File: config.mk
export PLATFORM = sky130hd
export DESIGN_NAME = fetch_prefetch_queue_flat
export DESIGN_NICKNAME = d
export VERILOG_FILES = /design/src/rtl/fetch_prefetch_queue_if.sv /design/src/rtl/fetch_prefetch_queue.sv /design/src/flat_wrapper.sv
export SDC_FILE = /design/constraint.sdc
export NUM_CORES = 1
export LEC_CHECK = 0
export CAP_MARGIN = 20
export CORE_UTILIZATION = 55
export DETAILED_ROUTE_END_ITERATION = 10
export GPL_TIMING_DRIVEN = 0
export MAX_ROUTING_LAYER = met4
export PLACE_DENSITY = 0.83
export SLEW_MARGIN = 20
export SYNTH_ARGS = -nofsm -noshare
export SYNTH_HDL_FRONTEND = slang
export SYNTH_SLANG_ARGS = --single-unit
export TNS_END_PERCENT = 30
File: constraint.sdc
create_clock -name clk -period 4.2 [get_ports clk]
set_input_delay 1.26 -clock clk [delete_from_list [all_inputs] [get_ports clk]]
set_output_delay 1.26 -clock clk [all_outputs]
set_load 0.01 [all_outputs]
File: src/rtl/fetch_prefetch_queue_if.sv
// Fetch front-end bundle: program-memory port, MEM-stage redirect and the IF/ID-facing queue head.
// master = fetch unit side, slave = surrounding pipeline / memory side.
interface fetch_prefetch_queue_if #(
    parameter int DEPTH = 4
);
    logic [31:0]                  imem_addr;
    logic [31:0]                  imem_data;
    logic                         redirect;
    logic [31:0]                  redirect_pc;
    logic                         out_valid;
    logic                         out_ready;
    logic [31:0]                  out_instr;
    logic [31:0]                  out_pc4;
    logic [$clog2(DEPTH+1)-1:0]   occupancy;
    logic                         misalign_err;

    modport master (
        output imem_addr, out_valid, out_instr, out_pc4, occupancy, misalign_err,
        input  imem_data, redirect, redirect_pc, out_ready
    );

    modport slave (
        input  imem_addr, out_valid, out_instr, out_pc4, occupancy, misalign_err,
        output imem_data, redirect, redirect_pc, out_ready
    );
endinterface

File: src/rtl/fetch_prefetch_queue.sv
// Instruction-fetch front end: owns the PC, fetches from combinational program memory and
// buffers {PC+4, instruction} pairs so ID stalls never drop a fetch; MEM redirects flush and restart.
module fetch_prefetch_queue #(
    parameter int          DEPTH    = 4,
    parameter logic [31:0] RESET_PC = 32'h0040_0000
) (
    input logic                    clk,
    input logic                    reset,
    fetch_prefetch_queue_if.master bus
);
    localparam int               PTR_W    = $clog2(DEPTH);
    localparam int               OCC_W    = $clog2(DEPTH + 1);
    localparam logic [OCC_W-1:0] FULL_OCC = OCC_W'(DEPTH);

    logic [31:0]      pc;
    logic [31:0]      pcNext;
    logic [PTR_W-1:0] rdPtr;
    logic [PTR_W-1:0] wrPtr;
    logic [OCC_W-1:0] occ;
    logic             misalignErr;
    logic             outValid;
    logic             pop;
    logic             push;
    logic [63:0]      entries [DEPTH];
    logic [63:0]      headEntry;

    assign pcNext   = pc + 32'd4;
    assign outValid = (occ != '0);
    assign pop      = outValid & bus.out_ready & ~bus.redirect;
    // A full queue still accepts a fetch when the head leaves in the same cycle.
    assign push     = ~bus.redirect & ((occ != FULL_OCC) | pop);

    always_ff @(posedge clk) begin
        if (!reset) begin
            pc          <= RESET_PC;
            rdPtr       <= '0;
            wrPtr       <= '0;
            occ         <= '0;
            misalignErr <= 1'b0;
        end else if (bus.redirect) begin
            pc    <= {bus.redirect_pc[31:2], 2'b00};
            rdPtr <= '0;
            wrPtr <= '0;
            occ   <= '0;
            if (bus.redirect_pc[1:0] != 2'b00) begin
                misalignErr <= 1'b1;
            end
        end else begin
            if (push) begin
                pc    <= pcNext;
                wrPtr <= wrPtr + PTR_W'(1);
            end
            if (pop) begin
                rdPtr <= rdPtr + PTR_W'(1);
            end
            if (push && !pop) begin
                occ <= occ + OCC_W'(1);
            end else if (pop && !push) begin
                occ <= occ - OCC_W'(1);
            end
        end
    end

    // Entry storage carries data only; validity is tracked by the pointers and occupancy.
    always_ff @(posedge clk) begin
        if (push) begin
            entries[wrPtr] <= {pcNext, bus.imem_data};
        end
    end

    assign headEntry        = entries[rdPtr];
    assign bus.imem_addr    = pc;
    assign bus.out_valid    = outValid;
    assign bus.out_instr    = outValid ? headEntry[31:0]  : 32'h0;
    assign bus.out_pc4      = outValid ? headEntry[63:32] : 32'h0;
    assign bus.occupancy    = occ;
    assign bus.misalign_err = misalignErr;
endmodule

File: src/flat_wrapper.sv
// flat-port wrapper written by rule: the top's interface ports become plain ports
module fetch_prefetch_queue_flat 
#(
    parameter int          DEPTH    = 4,
    parameter logic [31:0] RESET_PC = 32'h0040_0000
)
  (clk, reset, bus_imem_addr, bus_out_valid, bus_out_instr, bus_out_pc4, bus_occupancy, bus_misalign_err, bus_imem_data, bus_redirect, bus_redirect_pc, bus_out_ready);
  fetch_prefetch_queue_if #(.DEPTH(DEPTH)) bus_i ();
  input logic clk;
  input logic reset;
  output wire logic [$bits(bus_i.imem_addr)-1:0] bus_imem_addr;
  output wire logic [$bits(bus_i.out_valid)-1:0] bus_out_valid;
  output wire logic [$bits(bus_i.out_instr)-1:0] bus_out_instr;
  output wire logic [$bits(bus_i.out_pc4)-1:0] bus_out_pc4;
  output wire logic [$bits(bus_i.occupancy)-1:0] bus_occupancy;
  output wire logic [$bits(bus_i.misalign_err)-1:0] bus_misalign_err;
  input wire logic [$bits(bus_i.imem_data)-1:0] bus_imem_data;
  input wire logic [$bits(bus_i.redirect)-1:0] bus_redirect;
  input wire logic [$bits(bus_i.redirect_pc)-1:0] bus_redirect_pc;
  input wire logic [$bits(bus_i.out_ready)-1:0] bus_out_ready;
  assign bus_imem_addr = bus_i.imem_addr;
  assign bus_out_valid = bus_i.out_valid;
  assign bus_out_instr = bus_i.out_instr;
  assign bus_out_pc4 = bus_i.out_pc4;
  assign bus_occupancy = bus_i.occupancy;
  assign bus_misalign_err = bus_i.misalign_err;
  assign bus_i.imem_data = bus_imem_data;
  assign bus_i.redirect = bus_redirect;
  assign bus_i.redirect_pc = bus_redirect_pc;
  assign bus_i.out_ready = bus_out_ready;
  fetch_prefetch_queue #(.DEPTH(DEPTH), .RESET_PC(RESET_PC)) u_core (.clk(clk), .reset(reset), .bus(bus_i));
endmodule
==> results.txt <==
- The synthesized design contains roughly 250 enable-type register cells.
* Gate power share: 0.109
- H-tree depth: 1
* PwrDens: 423.2 nW/um^2
- Class of the tightest hold or removal check: reg2reg
* Clock period minus final worst setup slack: between 4000 and 5000 ps
* Number of top-level pins: 169
- Worst-skew pair later-pin latency: 540 ps
- The share of total power dissipated in sequential elements is 0.513.
* Layout Skew: 12.62 ps
* DRC viols: 0
- Critical Path Source Type: flip-flop
- Total of endpoints with negative setup slack in the final report: 0
* Die Width: 150.6 um
* Per-cell routed wire length: 21.53 um
- Via count of the first global-routing pass: 7445
- Final nets: just over 1k
- For this run, the detailed router's first-pass iteration total came to 7.
* Number of buffers created by CTS: 29
- Post-CTS setup repair buffer count: 0
- Synthesized area per cell: 16.01 um^2
- After detailed routing, the number of vias per cell comes to 6.011.
- Across every metal layer, demand over resource in global routing totals 0.2519.
- Summed over all nets, the switching power comes to 1422 uW.
* Core area: 21350 um^2
- Counting along the longest clock path gives a buffer depth of 3.
- In this run the critical register-to-register path is captured at u_core.bus.occupancy[2].
- Kind of critical path: reg2out
- At the pin with the least slew margin, the transition time is 883.5 ps.
- For the worst flop-to-flop path, the logic depth is 11.
- Reg2Reg Setup Slack: 1050 ps
- Worst vdd ir: 0.3398 mV
- Hold is met by 457.1 ps.
* Hold Crit Start: u_core.bus.misalign_err
* CTS Hold Buffers Added: 0
- Final weighted congestion of routability-driven global placement: ~1
* Die height: 150.6 um
- Dominant synthesized flop cell: sky130_fd_sc_hd__edfxtp_1
* Area Growth Syn to Fin: 24.92%
- In this run, synthesis produced a sequential element count of 288.
- The detail route stage leaves a number of antenna-violating nets equal to 0.
* Max FO, Critical Path: 10
- After clock tree synthesis, the clock-pin slew on the worst setup and hold paths is 60 ps.
- Worst path required time: 2940 ps
- Clock sink total: 288
- The cell area that synthesis handed to floorplanning was around 12000 um^2.
- For this block, the initial DRC count from the detailed router was 615.
- Setup repair after global routing left no endpoint under its margin.
- Count of vias placed by the detailed router: 7550
- Share of the yosys chip area belonging to registers: 0.6796
- Max-cap violations in this run came to 0.
- During synthesis, Yosys emitted a total of 0 warnings.
- Measured on the finished design, the core utilization comes to 0.7100.
* Worst hold path depth: 2
* Pins over their slew limit: 0
- Synthesis instantiated 54 different standard cells from the library.
- Based on the critical path, the design can be clocked at up to 247.4 MHz.
- Arrival @ worst endpoint: roughly 2800 ps
* Quantity of I/O buffers inserted on ports: 164
- The finished layout holds 1256 standard cells, fillers aside.
- The startpoint identified for the worst register-to-register timing path is u_core.bus.occupancy[0].
* Remaining Overflow, GRT: 0
* Capturing element type of the critical path: output port
- Setup total negative slack: 0 ps
* Final antenna diode count: 0
- Syn Inst Count: 758
- Summed over all nets, the half-perimeter wirelength after detailed placement is 18.31 mm.
- Counting tap cells, the placed design contains a total of ~1.2k instances.
- Of the total power, the share spent switching nets is 0.2217.
- Status: completed
- Clock network power share: 0.378
* Fraction of final layout cells sized beyond drive strength 1: 0.1448
* Post-route total power: 6416 uW
* Wire length of the first global-routing pass: 41.28 mm
* Worst-case headroom to the max-slew limit: 0.4065
* Period Utilization, post-route: 0.9625
* Starting density of the core: 0.5684
- Leakage power: 0.004932 uW
- Entering global routing, the biggest net connects 45 pins.
* Initial antenna violation count: 0
- The floorplan has 53 rows.
- Worst Hold Endpoint: u_core.bus.misalign_err
- DIE AREA: 22670 um^2
- Number of hold-slack violations in the final timing report: 0
- Post-synthesis async set-or-reset flop share: 0
* Cell Int Power: approximately 5000 uW
* Clock Tree Root: sky130_fd_sc_hd__clkbuf_16
* Clock tree from TritonCTS: yes
- For this block, the routed nets add up to 27.04 mm of wire.
critical path, stage by stage, from the launching register on:
cell,delay (ps)
sky130_fd_sc_hd__dfxtp_1,310
sky130_fd_sc_hd__buf_1,480
sky130_fd_sc_hd__clkbuf_2,400
sky130_fd_sc_hd__mux4_2,360
sky130_fd_sc_hd__and2_1,200
sky130_fd_sc_hd__clkdlybuf4s50_1,500
what timing repair did:
item,4_1_cts,5_1_grt
setup endpoints to repair,60,13
resized for setup,7,4
cloned,0,0
flip-flops by register name, indices dropped and copies added, names as in the netlist, named ones only:
| signal | flops |
|---|---|
| u_core.bus.imem_addr | 30 |
| u_core.entries | 248 |
| u_core.wrPtr | 2 |
| u_core.rdPtr | 2 |
| u_core.bus.occupancy | 3 |
| u_core.bus.misalign_err | 1 |
kinds of logic after synthesis:
kind of cell,Yosys count,share of synthesized area
xor+xnor,39,0.02814
buf+inv,65,0.02299
compound gates,86,0.04629
mux,63,0.1159
flops,288,0.6796
fa+ha+maj,7,0.007835
simple gates,209,0.09897
other cells,1,0.0003090
stage by stage:
stage,setup slack (ps),instance area [um^2]
2_1_floorplan,300.4,12150
5_1_grt,59.97,15160
3_5_place_dp,-122.4,14250
6_report,157.4,15160
4_1_cts,0.6717,15160
3_3_place_gp,-1688,14130
power groups by stage:
stage | combinational (uW) | clock [uW] | sequential, uW
floorplan | 323 | 0 | 3350
global placement | 678 | 0 | 3350
detailed placement | 699 | 0 | 3350
CTS | 703 | 2470 | 3290
global route | 751 | 2580 | 3300
finish | 697 | 2420 | 3290
cell type report:
type,instances,area (um^2)
Inverter,8,30.03
Tap cell,275,344.1
Clock inverter,14,101.3
Timing Repair Buffer,168,1737
Multi-Input combinational cell,408,3641
Clock buffer,39,803.3
Sequential cell,288,8249
Buffer,56,255.2
Fill cell,1384,6192
cell usage in the layout (no fill, tap or decap), types with 3 or more instances in the layout:
master                            instances
sky130_fd_sc_hd__xnor2_1                 21
sky130_fd_sc_hd__nand2_1                 24
sky130_fd_sc_hd__and3_1                   3
sky130_fd_sc_hd__o21ai_0                 24
sky130_fd_sc_hd__nor3_1                   9
sky130_fd_sc_hd__or3_1                    9
sky130_fd_sc_hd__and2_1                  64
sky130_fd_sc_hd__a311oi_1                 3
sky130_fd_sc_hd__nand2b_1                 3
sky130_fd_sc_hd__clkinv_1                 5
sky130_fd_sc_hd__nand3_1                 22
sky130_fd_sc_hd__clkdlybuf4s50_1        164
sky130_fd_sc_hd__clkbuf_16               29
sky130_fd_sc_hd__nand4_1                 11
sky130_fd_sc_hd__edfxtp_1               248
sky130_fd_sc_hd__and3_4                   4
sky130_fd_sc_hd__or3b_1                   3
sky130_fd_sc_hd__clkbuf_2                 6
sky130_fd_sc_hd__a21oi_1                 10
sky130_fd_sc_hd__mux4_2                  62
sky130_fd_sc_hd__o211ai_1                 4
sky130_fd_sc_hd__nor2_1                  25
sky130_fd_sc_hd__conb_1                   4
sky130_fd_sc_hd__or4_1                   11
sky130_fd_sc_hd__nor2b_1                  4
sky130_fd_sc_hd__xor2_1                  18
sky130_fd_sc_hd__dfxtp_1                 39
sky130_fd_sc_hd__and4_1                   3
sky130_fd_sc_hd__o31ai_1                 11
sky130_fd_sc_hd__ha_1                     6
sky130_fd_sc_hd__buf_4                    4
sky130_fd_sc_hd__clkbuf_8                 4
sky130_fd_sc_hd__clkinv_2                 6
sky130_fd_sc_hd__a31oi_1                 16
sky130_fd_sc_hd__buf_2                   12
sky130_fd_sc_hd__clkbuf_1                37
sky130_fd_sc_hd__nor4_1                   3
sky130_fd_sc_hd__inv_1                    7
sky130_fd_sc_hd__a211oi_1                 8
metal layers:
metal,vias up,global-route usage,part of all wire
met5,-,-,0
met1,3693,0.3505,0.42
met3,61,0.04485,0.090
li1,3385,-,-
met4,0,0.08081,0.026
met2,411,0.3797,0.47
cell usage after synthesis (all sizes together) (6+ instances only):
library cell | instances | area [um^2]
nand4 | 12 | 81.33
or3 | 9 | 56.30
or4 | 12 | 93.84
mux4 | 62 | 1396
nor3 | 9 | 45.04
and3 | 7 | 43.79
nand3 | 22 | 110.1
nand2 | 24 | 90.09
a31oi | 16 | 100.1
xnor2 | 21 | 183.9
inv | 7 | 26.28
a21oi | 10 | 50.05
ha | 6 | 75.07
buf | 19 | 105.1
o31ai | 11 | 82.58
clkbuf | 38 | 143.9
a211oi | 8 | 60.06
edfxtp | 248 | 7447
nor2 | 25 | 93.84
dfxtp | 40 | 800.8
xor2 | 18 | 157.7
and2 | 64 | 400.4
o21ai | 24 | 120.1
worst max-delay path by stage:
stage	end	slack, ps	cells after the start
2_1_floorplan	u_core.entries[0][0]	300	4
5_1_grt	bus_out_pc4[18]	60	5
3_3_place_gp	u_core.entries[0][10]	-1690	5
6_report	bus_out_pc4[21]	160	5
4_1_cts	bus_out_instr[5]	0.7	5
3_5_place_dp	u_core.bus.occupancy[2]	-120	12
Note: power is estimated with default switching activity, not from simulation.
